===== config.mk =====
export PLATFORM = sky130hd
export DESIGN_NAME = map_txc_core
export DESIGN_NICKNAME = d
export VERILOG_FILES = /design/src/rtl/txc_pkg.sv /design/src/rtl/txc_acc.sv /design/src/rtl/map_txc_core.sv
export SDC_FILE = /design/constraint.sdc
export NUM_CORES = 1
export LEC_CHECK = 0
export ABC_AREA = 1
export ABC_CLOCK_PERIOD_IN_PS = 1900
export CAP_MARGIN = 25
export CORE_ASPECT_RATIO = 1.75
export CORE_MARGIN = 5
export CORE_UTILIZATION = 45
export CTS_CLUSTER_DIAMETER = 30
export DETAILED_ROUTE_END_ITERATION = 10
export PLACE_DENSITY = 0.81
export SYNTH_ARGS = -nofsm -noshare
export SYNTH_HDL_FRONTEND = slang
export SYNTH_SLANG_ARGS = --single-unit

===== constraint.sdc =====
create_clock -name m2 -period 1.9 [get_ports m2]
set_input_delay 0.285 -clock m2 [delete_from_list [all_inputs] [get_ports m2]]
set_output_delay 0.285 -clock m2 [all_outputs]
set_load 0.02 [all_outputs]

===== src/rtl/txc_pkg.sv =====
// Shared constants for the TXC/JV001-family protection-and-banking core.
// Register indices, CPU address decode, save-state indices, reset values.
// Pure declarations; no logic, no timing, no flow control.
package txc_pkg;

  // Chip register index, taken from cpu_addr[1:0] of a decoded $4100 write.
  localparam logic [1:0] REG_ACC   = 2'd0;
  localparam logic [1:0] REG_INV   = 2'd1;
  localparam logic [1:0] REG_STAGE = 2'd2;
  localparam logic [1:0] REG_MODE  = 2'd3;

  // $4100-$4103 decode: bits outside the mask are don't-care mirrors.
  localparam logic [15:0] ADDR_MASK = 16'hE103;
  localparam logic [15:0] ADDR_BASE = 16'h4100;

  // Save-state register indices.
  localparam logic [7:0] SS_ACC    = 8'd0;
  localparam logic [7:0] SS_INV    = 8'd1;
  localparam logic [7:0] SS_STAGE  = 8'd2;
  localparam logic [7:0] SS_MODE   = 8'd3;
  localparam logic [7:0] SS_OUT    = 8'd4;
  localparam logic [7:0] SS_MAPNUM = 8'd127;

  // Banks come up as all ones so the fixed last bank is mapped after reset.
  localparam logic [5:0] OUT_RST = 6'h3F;

  // One-hot write enable for a chip register index.
  function automatic logic [3:0] reg_onehot(input logic [1:0] n);
    return 4'b0001 << n;
  endfunction

endpackage


===== src/rtl/txc_acc.sv =====
// Accumulator/inverter/staging/mode block of the TXC chip, plus inverted acc.
// Latency: updates on the falling m2 edge that samples the write; o_acc_x is combinational.
// No backpressure: every enabled write is taken in the cycle it is presented.
module txc_acc
  import txc_pkg::*;
(
  input  logic       i_clk,
  input  logic       i_rst,
  input  logic [3:0] i_wr_en,
  input  logic [3:0] i_ss_we,
  input  logic [5:0] i_d6,
  input  logic       i_d1,
  output logic [5:0] o_acc,
  output logic       o_inv,
  output logic [5:0] o_stage,
  output logic       o_mode,
  output logic [5:0] o_acc_x
);

  logic [5:0] r_acc;
  logic       r_inv;
  logic [5:0] r_stage;
  logic       r_mode;

  // Save-state restore beats reset, reset beats CPU register writes.
  always_ff @(negedge i_clk) begin
    if (|i_ss_we) begin
      if (i_ss_we[REG_ACC])   r_acc   <= i_d6;
      if (i_ss_we[REG_INV])   r_inv   <= i_d1;
      if (i_ss_we[REG_STAGE]) r_stage <= i_d6;
      if (i_ss_we[REG_MODE])  r_mode  <= i_d1;
    end else if (i_rst) begin
      r_acc   <= 6'd0;
      r_inv   <= 1'b0;
      r_stage <= 6'd0;
      r_mode  <= 1'b0;
    end else begin
      if (i_wr_en[REG_ACC])   r_acc   <= r_mode ? r_acc + 6'd1 : r_stage ^ {6{r_inv}};
      if (i_wr_en[REG_INV])   r_inv   <= i_d1;
      if (i_wr_en[REG_STAGE]) r_stage <= i_d6;
      if (i_wr_en[REG_MODE])  r_mode  <= i_d1;
    end
  end

  assign o_acc   = r_acc;
  assign o_inv   = r_inv;
  assign o_stage = r_stage;
  assign o_mode  = r_mode;
  assign o_acc_x = r_acc ^ {6{r_inv}};

endmodule


===== src/rtl/map_txc_core.sv =====
// TXC/JV001 core: $4100 decode, output latch, PRG/CHR bank slicing, readback, save-state.
// Latency: state and banks update on the falling m2 edge of the write; readback/ss_rdat combinational.
// No backpressure: CPU and save-state accesses are accepted every cycle.
module map_txc_core
  import txc_pkg::*;
#(
  parameter int         PRG_BITS    = 2,
  parameter int         CHR_BITS    = 4,
  parameter bit         CHR_REVERSE = 1'b1,
  parameter logic [7:0] RD_MASK     = 8'h3F,
  parameter logic [7:0] RD_FILL     = 8'h40,
  parameter logic [7:0] MAP_NUM     = 8'd27
) (
  input  logic                m2,
  input  logic                map_rst,
  input  logic [15:0]         cpu_addr,
  input  logic [7:0]          cpu_dat,
  input  logic                cpu_rw,
  input  logic                cpu_ce,
  input  logic                ss_act,
  input  logic                ss_we,
  input  logic [7:0]          ss_addr,
  output logic [PRG_BITS-1:0] prg_bank,
  output logic [CHR_BITS-1:0] chr_bank,
  output logic                map_cpu_oe,
  output logic [7:0]          map_cpu_dout,
  output logic [7:0]          ss_rdat
);

  logic [15:0] w_dec;
  logic        w_hit;
  logic [3:0]  w_wr_en;
  logic        w_ss_en;
  logic [3:0]  w_ss_we;
  logic        w_ss_out;
  logic        w_rst;
  logic        w_out_wr;
  logic [5:0]  w_d6;
  logic [5:0]  w_acc;
  logic        w_inv;
  logic [5:0]  w_stage;
  logic        w_mode;
  logic [5:0]  w_acc_x;
  logic [3:0]  w_rev;
  logic [5:0]  r_out;

  // Any address in the $4100 alias set selects a chip register by its low two bits.
  assign w_dec    = cpu_addr & ADDR_MASK;
  assign w_hit    = (w_dec & ~16'h0003) == ADDR_BASE;
  assign w_wr_en  = (!ss_act && !cpu_rw && w_hit) ? reg_onehot(w_dec[1:0]) : 4'b0000;
  assign w_out_wr = !ss_act && !cpu_rw && !cpu_ce;

  // Save-state mode freezes normal decode and masks reset.
  assign w_rst      = map_rst && !ss_act;
  assign w_ss_en    = ss_act && ss_we;
  assign w_ss_we[0] = w_ss_en && (ss_addr == SS_ACC);
  assign w_ss_we[1] = w_ss_en && (ss_addr == SS_INV);
  assign w_ss_we[2] = w_ss_en && (ss_addr == SS_STAGE);
  assign w_ss_we[3] = w_ss_en && (ss_addr == SS_MODE);
  assign w_ss_out   = w_ss_en && (ss_addr == SS_OUT);
  assign w_d6       = 6'(cpu_dat & 8'h3F);

  txc_acc u_acc (
    .i_clk   (m2),
    .i_rst   (w_rst),
    .i_wr_en (w_wr_en),
    .i_ss_we (w_ss_we),
    .i_d6    (w_d6),
    .i_d1    (cpu_dat[0]),
    .o_acc   (w_acc),
    .o_inv   (w_inv),
    .o_stage (w_stage),
    .o_mode  (w_mode),
    .o_acc_x (w_acc_x)
  );

  // Output latch: a ROM-space write captures the inverted accumulator.
  always_ff @(negedge m2) begin
    if (w_ss_out) begin
      r_out <= w_d6;
    end else if (w_rst) begin
      r_out <= OUT_RST;
    end else if (w_out_wr) begin
      r_out <= w_acc_x;
    end
  end

  // Mapper 172 boards wire CHR lines in reverse order.
  assign w_rev    = {r_out[0], r_out[1], r_out[2], r_out[3]};
  assign prg_bank = r_out[4 +: PRG_BITS];
  assign chr_bank = CHR_REVERSE ? w_rev[CHR_BITS-1:0] : r_out[CHR_BITS-1:0];

  assign map_cpu_oe   = cpu_rw && m2 && w_hit;
  assign map_cpu_dout = ({2'b00, w_acc_x} & RD_MASK) | RD_FILL;

  // Save-state readback of the indexed field, LSB-aligned.
  always_comb begin
    ss_rdat = 8'hFF;
    case (ss_addr)
      SS_ACC:    ss_rdat = {2'b00, w_acc};
      SS_INV:    ss_rdat = {7'd0, w_inv};
      SS_STAGE:  ss_rdat = {2'b00, w_stage};
      SS_MODE:   ss_rdat = {7'd0, w_mode};
      SS_OUT:    ss_rdat = {2'b00, r_out};
      SS_MAPNUM: ss_rdat = MAP_NUM;
      default:   ss_rdat = 8'hFF;
    endcase
  end

endmodule


==> summary.md, run 1 <==
| Metric | Value |
|---|---|
| Cell Count, Final, Fillers Out | `427` |
| Global-route wire length before repair | `11.2 mm` |
| Port bufs | `46` |
| Total wire length | `8.59 mm` |
| Max VDD drop | `0.780 mV` |
| Die Span Y | `91.0 um` |
| Number of antenna violations at the first check in global routing | `0` |
| Placed cells | `371` |
| Clk_lat worst skew | `490 ps` |
| CP Data Required Time | `1620 ps` |
| Placed Area | `2700 um2` |
| Pre-Repair DR Iteration Count | `5` |
| Row count | `29` |
| Routed Antenna Nets | `0` |
| CP endpoint kind | `primary output` |
| Register area share after synthesis | `35.6%` |
| Commonest cells after routing, fill and taps aside | `buf_4 (66), inv_1 (47), nand2_1 (38)` |
| Final worst slack | `-796 ps` |
| RSZ-0062 raised after global routing | `true` |
| Async S/R FF share, synth | `0%` |
| Total number of vias | `2,431` |
| Final number of hold-violating endpoints | `0` |
| Fin nets | `421` |
| Critical Path AT | `2410 ps` |
| Worst Skew | `30.5 ps` |
| I/O pins | `61` |
| Setup CP Type | `reg2out` |
| Vias per cell | `5.69` |
| Area of the core | `3630 um2` |
| Post-Syn Instances | `239` |
| Number of global-route vias before repair | `2,399` |
| Crit-path max FO | `2` |
| Layout cells sized above 1 | `50.4%` |
| Die ar. | `5120 um2` |
| Pre-CTS WS | `-943 ps` |
| Hold Buf Count CTS | `0` |
| Chip Width | `56.3 um` |
| Failing checks | `setup timing` |
| Commonest non-fill, non-tap cell in the layout | `buf_4` |
| Power Dens Cells | `583 nW/um2` |
| Area growth from synthesis to layout | `94.1%` |
| Worst Hold Class | `clk2out` |
| Worst-path clk slew | `70 ps` |
| Final instance area | `3280 um2` |
| Syn Area/Cell | `7.06 um2` |
| GP Congestion | `0.848` |
| Drt initial violations | `217` |
| Post-Syn Area | `1690 um2` |
| LEAKAGE | `1.62 nW` |
| Overflow after GRT | `0` |
| Largest net degree at the start of global routing | `13` |
| Top FF cell, synth | `edfxtp_1` |
| ANT cells | `0` |
| CP Launch Type | `flip-flop` |
| CTS tree | `done` |
| Max-cap check violation count | `0` |
| HPWL after DPL | `4.09 mm` |
| Synth Warn # | `0` |
| Routed WL per cell | `20.1 um` |
| Drt drc | `0` |
| Slew Viols, Final | `0` |
| Status | `complete, but fails checks` |
| Util after Layout | `90.3%` |
| Final setup viols | `39` |
| Total global-route track usage | `28.0%` |
| Starting Density | `46.5%` |
| Yosys cell types | `24` |
| Setup TNS | `-11,740 ps` |
| Number of synthesized register bits | `20` |
| Syn_nets | `278` |
| Post-synth EDFFs | `20` |
## report_power, final
group	internal [mW]	switching, mW	total [mW]
clock network	0.341	0.360	0.701
registers	0.534	0.0271	0.561
logic	0.317	0.330	0.647
total	1.19	0.717	1.91
## synth_stat cells, drive strengths merged, types with 2 or more instances
master / n / share of area (%)
a21oi: 7 / 2.1
buf: 8 / 4.6
clkbuf: 3 / 0.67
conb: 2 / 0.44
edfxtp: 20 / 36
inv: 38 / 8.5
nand2: 54 / 14
nand3: 30 / 8.9
nand4: 8 / 3.0
nor2: 40 / 10
o21ai: 19 / 6.5
xnor2: 2 / 1.0
xor2: 7 / 3.6
## final cells by class
type | instances | area (um2)
multi-input combinational | 170 | 1180
timing repair buffer | 125 | 1090
sequential | 20 | 601
fill | 145 | 352
inverter | 37 | 171
clock buffer | 7 | 87.6
clock inverter | 21 | 81.3
tap | 46 | 57.6
timing repair inverter | 1 | 6.26
## final timing paths
check	startpoint	endpoint	slack, ps	cells after the start
max reg2reg	u_acc.o_acc[1]$_DFFE_NP_	u_acc.o_acc[2]$_DFFE_NP_	60	8
max	u_acc.o_acc[1]$_DFFE_NP_	map_cpu_dout[1]	-800	3
min reg2reg	u_acc.o_mode$_DFFE_NP_	u_acc.o_acc[5]$_DFFE_NP_	920	4
min	m2	map_cpu_oe	830	5
## metal layers
metal / part of all wire, % / track usage [%] / vias to the layer above
met1: 32 / 28.6 / 1113
met2: 52 / 49.9 / 215
li1: - / - / 1045
met5: 0 / 0 / -
met3: 8.8 / 6.10 / 58
met4: 7.0 / 18.0 / 0
## logic make-up after synthesis
group,after synthesis,synth area share (%)
compound gates,26,8.60
other cells,2,0.445
flops,20,35.6
buf+inv,49,13.7
xor+xnor,9,4.67
simple gates,132,36.2
fa+ha+maj,1,0.741
## state kept, by name, summed over array words and instances (netlist names)
name	flops
u_acc.o_acc	6
r_out	6
u_acc.o_stage	6
u_acc.o_inv	1
u_acc.o_mode	1
## stage by stage
step,hold WS [ps],total power [mW]
finish,828,1.91
global route,891,2.02
CTS,815,1.79
detailed placement,722,1.12
global placement,723,1.10
floorplan,631,0.865
## critical path, stage by stage, from the launching register on
cell      delay (ps)
edfxtp_1         450
buf_6            170
xor2_4           210
buf_6            150
## timing repair
item                       CTS  global route
resized for setup          189            53
pin swaps                   33            25
gates cloned                 1             0
setup endpoints to repair   63            39
setup buffers               21            11
Power figures use the tool's default switching activity.
==> run 2: changes to the inputs <==
ABC_AREA = unset   (was 1)
ABC_CLOCK_PERIOD_IN_PS = 2600   (was 1900)
CORE_UTILIZATION = 30   (was 45)
PLACE_DENSITY = 0.6   (was 0.81)
clock period = 2.6 ns   (was 1.9 ns; I/O delays follow)
==> summary.md, run 2 <==
| Metric | Value |
|---|---|
| Post-Syn Area | `1450 um2 (-14%)` |
| Layout cells sized above 1 | `47.7% (-2.7 points)` |
| Leading cell types by count after synthesis | `edfxtp_1 (20), nor2_1 (16), nand2_1 (10)` |
| Clk_lat worst skew | `470 ps (-20 ps)` |
| Starting Density | `31.0% (-16 points)` |
| CP Launch Type | `flip-flop` |
| Final worst slack | `-878 ps (-82.6 ps)` |
| Top post-synthesis cells by area | `edfxtp_1 (42%), xnor2_1 (5.4%), nor2_1 (4.2%)` |
| Fin nets | `319 (-24%)` |
| Power Dens Cells | `457 nW/um2 (-22%)` |
| Status | `complete, but fails checks` |
| Commonest cells after routing, fill and taps aside | `buf_4 (50), buf_6 (23), inv_1 (22)` |
| Post-Syn Instances | `155 (-35%)` |
| Total wire length | `5.55 mm (-35%)` |
| Async S/R FF share, synth | `0% (unchanged)` |
| CP endpoint kind | `primary output` |
| Register area share after synthesis | `41.5% (+5.9 points)` |
| Hold Buf Count CTS | `0 (unchanged)` |
| Synth Warn # | `0 (unchanged)` |
| Setup CP Type | `reg2out` |
| Worst-path clk slew | `40 ps (-30 ps)` |
| Chip Width | `62.5 um (+11%)` |
| Pre-CTS WS | `-1290 ps (-347 ps)` |
| Global-route wire length before repair | `8.71 mm (-22%)` |
| Syn_nets | `194 (-30%)` |
| Die ar. | `6360 um2 (+24%)` |
| Yosys cell types | `38 (+58%)` |
| Crit-path max FO | `2 (unchanged)` |
| CP Data Required Time | `2210 ps (+590 ps)` |
| Critical Path AT | `3090 ps (+680 ps)` |
| Final setup viols | `50 (+28%)` |
| Vias per cell | `5.23 (-8.2%)` |
| HPWL after DPL | `3.71 mm (-9.5%)` |
| Number of antenna violations at the first check in global routing | `0 (unchanged)` |
| Drt drc | `0 (unchanged)` |
| Pre-Repair DR Iteration Count | `4 (-1)` |
| Area of the core | `4670 um2 (+29%)` |
| I/O pins | `61 (unchanged)` |
| Drt initial violations | `78 (-64%)` |
| Post-synth EDFFs | `20 (unchanged)` |
| RSZ-0062 raised after global routing | `true` |
| Routed Antenna Nets | `0 (unchanged)` |
| Number of global-route vias before repair | `1,924 (-20%)` |
| Top FF cell, synth | `edfxtp_1` |
| CP bufs+invs | `1 (-1)` |
| Die Span Y | `102 um (+12%)` |
| ANT cells | `0 (unchanged)` |
| Port bufs | `46 (unchanged)` |
| Routed WL per cell | `16.8 um (-17%)` |
| Top-count cell post-synth | `edfxtp_1` |
| Cell taking the most area after synthesis | `edfxtp_1` |
| Worst-path cell chain | `mux2_2, o21ai_2, o211ai_1, a211o_1, buf_2` |
| GP Congestion | `0.803 (-5.4%)` |
| Total power | `1.31 mW (-31%)` |
| Cell Count, Final, Fillers Out | `331 (-22%)` |
| Row count | `33 (+14%)` |
| Util after Layout | `61.4% (-29 points)` |
| CTS tree | `done` |
| Failing checks | `setup timing` |
| LEAKAGE | `1.25 nW (-23%)` |
| Max VDD drop | `0.478 mV (-39%)` |
| Placed cells | `286 (-23%)` |
| Syn Area/Cell | `9.33 um2 (+32%)` |
| Overflow after GRT | `0 (unchanged)` |
| Worst Skew | `19.0 ps (-11.5 ps)` |
| Number of synthesized register bits | `20 (unchanged)` |
| Slowest cell on crit path | `edfxtp_1` |
| Share of the synthesized area in the top cell type | `41.5% (+5.9 points)` |
| Commonest non-fill, non-tap cell in the layout | `buf_4` |
| Area growth from synthesis to layout | `98.1%` |
| Slew Viols, Final | `0 (unchanged)` |
| Total global-route track usage | `17.3% (-11 points)` |
| Final number of hold-violating endpoints | `0 (unchanged)` |
| Crit path max-delay family | `compound AO/OA/AOI/OAI gates` |
| Total number of vias | `1,730 (-29%)` |
| Max-cap check violation count | `0 (unchanged)` |
| Worst Hold Class | `reg2reg` |
| Max incr delay on CP | `390 ps (-60 ps)` |
| Largest net degree at the start of global routing | `15 (+2)` |
==> run 2: cell families (layout without fill, tap and decap cells) <==
family	after synthesis	in the layout	synth area share (%)
AO/OA/AOI/OAI	39	39	18.6
flip-flops	20	20	41.5
multiplexers	3	3	2.34
AND/OR/NAND/NOR	55	56	20.4
XOR/XNOR	15	15	9.08
other	2	2	0.519
adder cells (fa/ha/maj)	1	1	0.865
buffers and inverters	20	143	6.66
==> run 2: tightest hold or removal path: stages, from the launching register on <==
cell and delay (ps):
edfxtp_1 390, xnor2_1 100, nand2b_1 70, a32o_1 150
==> run 2: power breakdown <==
part | switching (mW) | internal (mW) | total, mW
clock | 0.226 | 0.247 | 0.473
sequential | 0.0167 | 0.391 | 0.408
combinational | 0.191 | 0.237 | 0.428
total | 0.433 | 0.875 | 1.31
==> run 2: layout make-up <==
type | count | area (um2)
Multi-Input combinational cell | 116 | 1050
Sequential cell | 20 | 601
Clock inverter | 21 | 80.1
Clock buffer | 7 | 92.6
Fill cell | 394 | 1800
Timing Repair Buffer | 107 | 943
Tap cell | 52 | 65.1
Inverter | 8 | 30.0
==> run 2: what timing repair did <==
| item | 4_1_cts | 5_1_grt |
|---|---|---|
| hold endpoints to repair | 0 | 0 |
| pin swaps | 19 | 8 |
| endpoints found under the setup margin | 60 | 52 |
| setup buffers | 17 | 5 |
| cloned | 2 | 0 |
| gates resized for setup | 145 | 28 |
==> run 2: path summary, 6_finish.rpt <==
kind                                                  from                       end  slack (ps)  cells after the start
worst max-delay path                 u_acc.o_inv$_DFFE_NP_                ss_rdat[0]        -880                      5
worst min-delay path            u_acc.o_stage[5]$_DFFE_NP_  u_acc.o_acc[5]$_DFFE_NP_         820                      3
worst max register to register       u_acc.o_inv$_DFFE_NP_  u_acc.o_acc[5]$_DFFE_NP_         870                      7
worst min register to register  u_acc.o_stage[5]$_DFFE_NP_  u_acc.o_acc[5]$_DFFE_NP_         820                      3
==> run 2: through the flow <==
step	setup TNS, ps	hold WS [ps]	instance area, um2
after floorplan	-22010	698	1530
after global placement	-50080	758	2310
after detailed placement	-50790	809	2310
after CTS	-17240	825	2730
after global routing	-19120	880	2870
final	-17200	819	2870
==> run 2: layer usage <==
layer | global-route usage, % | up-vias | part of all wire, %
met3 | 4.95 | 28 | 5.7
met5 | 0 | - | 0
met2 | 31.8 | 72 | 56
met4 | 12.4 | 0 | 4.8
met1 | 16.2 | 812 | 33
li1 | - | 818 | -
==> run 3: changes to the inputs <==
TNS_END_PERCENT = 50   (was unset)
==> summary.md, run 3 (same netlist as run 2, synthesis figures left out) <==
| Metric | Value |
|---|---|
| Cell Count, Final, Fillers Out | `324 (-2.1%)` |
| LEAKAGE | `1.24 nW (-0.64%)` |
| Fin nets | `312 (-2.2%)` |
| Vias per cell | `5.14 (-1.7%)` |
| Port bufs | `46 (unchanged)` |
| I/O pins | `61 (unchanged)` |
| Placed cells | `288 (+0.70%)` |
| Final instance area | `2790 um2 (-2.8%)` |
| Combinational share of power | `31.6% (-1.1 points)` |
| Drt drc | `0 (unchanged)` |
| Commonest cells after routing, fill and taps aside | `buf_4 (42), inv_1 (26), buf_6 (26)` |
| Final worst slack | `-823 ps (+55.1 ps)` |
| Starting Density | `31.0% (unchanged)` |
| Slowest cell on crit path | `edfxtp_1` |
| Setup CP Type | `reg2out` |
| RSZ-0062 raised after global routing | `true` |
| Chip Width | `62.5 um (unchanged)` |
| Commonest non-fill, non-tap cell in the layout | `buf_4` |
| CP Launch Type | `flip-flop` |
| CTS tree | `done` |
| Global-route wire length before repair | `7.98 mm (-8.5%)` |
| Util after Layout | `59.7% (-1.7 points)` |
| Clk_lat worst skew | `460 ps (about the same)` |
| Placed Area | `2280 um2 (-1.3%)` |
| Max VDD drop | `0.334 mV (-30%)` |
| Worst-path clk slew | `40 ps (about the same)` |
| Beginning of the critical path | `u_acc.o_inv$_DFFE_NP_` |
| Total power | `1.28 mW (-1.9%)` |
| R2r startpoint | `u_acc.o_inv$_DFFE_NP_` |
| Die Span Y | `102 um (unchanged)` |
| CP Data Required Time | `2210 ps (about the same)` |
| Sw Pwr | `0.417 mW (-3.7%)` |
| Pre-Repair DR Iteration Count | `4 (unchanged)` |
| CP bufs+invs | `1 (unchanged)` |
| Sequential share of power | `32.0% (+0.8 points)` |
| Max-cap check violation count | `0 (unchanged)` |
| Largest net degree at the start of global routing | `15 (unchanged)` |
| ANT cells | `0 (unchanged)` |
| Pint | `0.867 mW (-0.96%)` |
| Worst Skew | `11.5 ps (-7.50 ps)` |
| Total number of vias | `1,664 (-3.8%)` |
| CP endpoint kind | `primary output` |
| Status | `complete, but fails checks` |
| Final setup viols | `50 (unchanged)` |
| Pre-CTS WS | `-1340 ps (-45.9 ps)` |
| Crit path max-delay family | `compound AO/OA/AOI/OAI gates` |
| Overflow after GRT | `0 (unchanged)` |
| Total global-route track usage | `16.1% (-1.2 points)` |
| Routed WL per cell | `16.4 um (-2.2%)` |
| HP Start | `u_acc.o_stage[2]$_DFFE_NP_` |
| Routed Antenna Nets | `0 (unchanged)` |
| Slew Viols, Final | `0 (unchanged)` |
| Area growth from synthesis to layout | `92.6%` |
| Sw Ratio | `32.5% (-0.62 points)` |
| Die ar. | `6360 um2 (unchanged)` |
| Setup TNS | `-19,680 ps (-2480 ps)` |
| Failing checks | `setup timing` |
| HPWL after DPL | `3.75 mm (+1.1%)` |
| Total wire length | `5.31 mm (-4.3%)` |
| Worst Hold Class | `reg2reg` |
| Fill cells | `404 (+2.5%)` |
| Power share of the clock group | `36.4% (+0.3 points)` |
| Power Dens Cells | `461 nW/um2 (+0.91%)` |
| Number of antenna violations at the first check in global routing | `0 (unchanged)` |
| Worst-path cell chain | `mux2_4, o21ai_2, o211ai_1, a211o_1, buf_6` |
| Number of global-route vias before repair | `1,753 (-8.9%)` |
| Layout cells sized above 1 | `41.5% (-6.1 points)` |
| Row count | `33 (unchanged)` |
| Crit-path max FO | `2 (unchanged)` |
| Drt initial violations | `104 (+33%)` |
| GP Congestion | `0.891 (+11%)` |
| Max incr delay on CP | `380 ps (about the same)` |
| Area of the core | `4670 um2 (unchanged)` |
| Hold Slack | `903 ps (+83.9 ps)` |
| Critical Path AT | `3030 ps (-60 ps)` |
| Final number of hold-violating endpoints | `0 (unchanged)` |
run 3: changes by cell type in the layout (fill, tap and decap cells not counted), moves of 3 or more:
| cell | change |
|---|---|
| buf_12 | +3 |
| dlygate4sd2_1 | -5 |
| buf_6 | +3 |
| buf_2 | -5 |
| inv_2 | -4 |
| buf_4 | -8 |
| inv_1 | +4 |
run 3: path summary, 6_finish.rpt:
path                                            endpoint  slack (ps)  depth (start not counted)
worst min-delay path            u_acc.o_acc[2]$_DFFE_NP_         900                          3
worst max register to register  u_acc.o_acc[5]$_DFFE_NP_         980                          6
worst min register to register  u_acc.o_acc[2]$_DFFE_NP_         900                          3
worst max-delay path                          ss_rdat[0]        -820                          5
run 3: layout make-up:
type	instances	area (um2)	share of cell area [%]
multi-input combinational	116	976	35.0
inverter	8	30.0	1.08
sequential	20	601	21.6
clock inverter	21	81.3	2.92
timing repair buffer	100	941	33.8
clock buffer	7	92.6	3.32
tap	52	65.1	2.33
run 3: tightest hold or removal path, stage by stage (launching register included):
cell	delay (ps)
edfxtp_1	400
xnor2_1	80
o21ai_0	200
a22o_1	130
run 3: repair_timing:
item / in CTS / in global routing
cloned: 0 / 1
hold buffers: 0 / 0
gates resized for setup: 131 / 32
setup endpoints to repair: 55 / 50
buffers inserted: 5 / 5
pin swaps: 16 / 13
endpoints found under the hold margin: 0 / 0
run 3: per-layer routing:
metal	up-vias	share of wire (%)	GRT usage, %
li1	801	-	-
met1	782	35	14.1
met2	67	57	31.8
met3	14	5.0	4.07
met4	0	2.9	9.97
met5	-	0	0
run 3: power groups by stage:
stage	combinational [mW]	clock, mW	sequential, mW
CTS	0.357	0.479	0.409
floorplan	0.135	0.0532	0.421
finish	0.405	0.468	0.411
global route	0.433	0.528	0.410
global placement	0.323	0.0543	0.413
detailed placement	0.325	0.0543	0.413
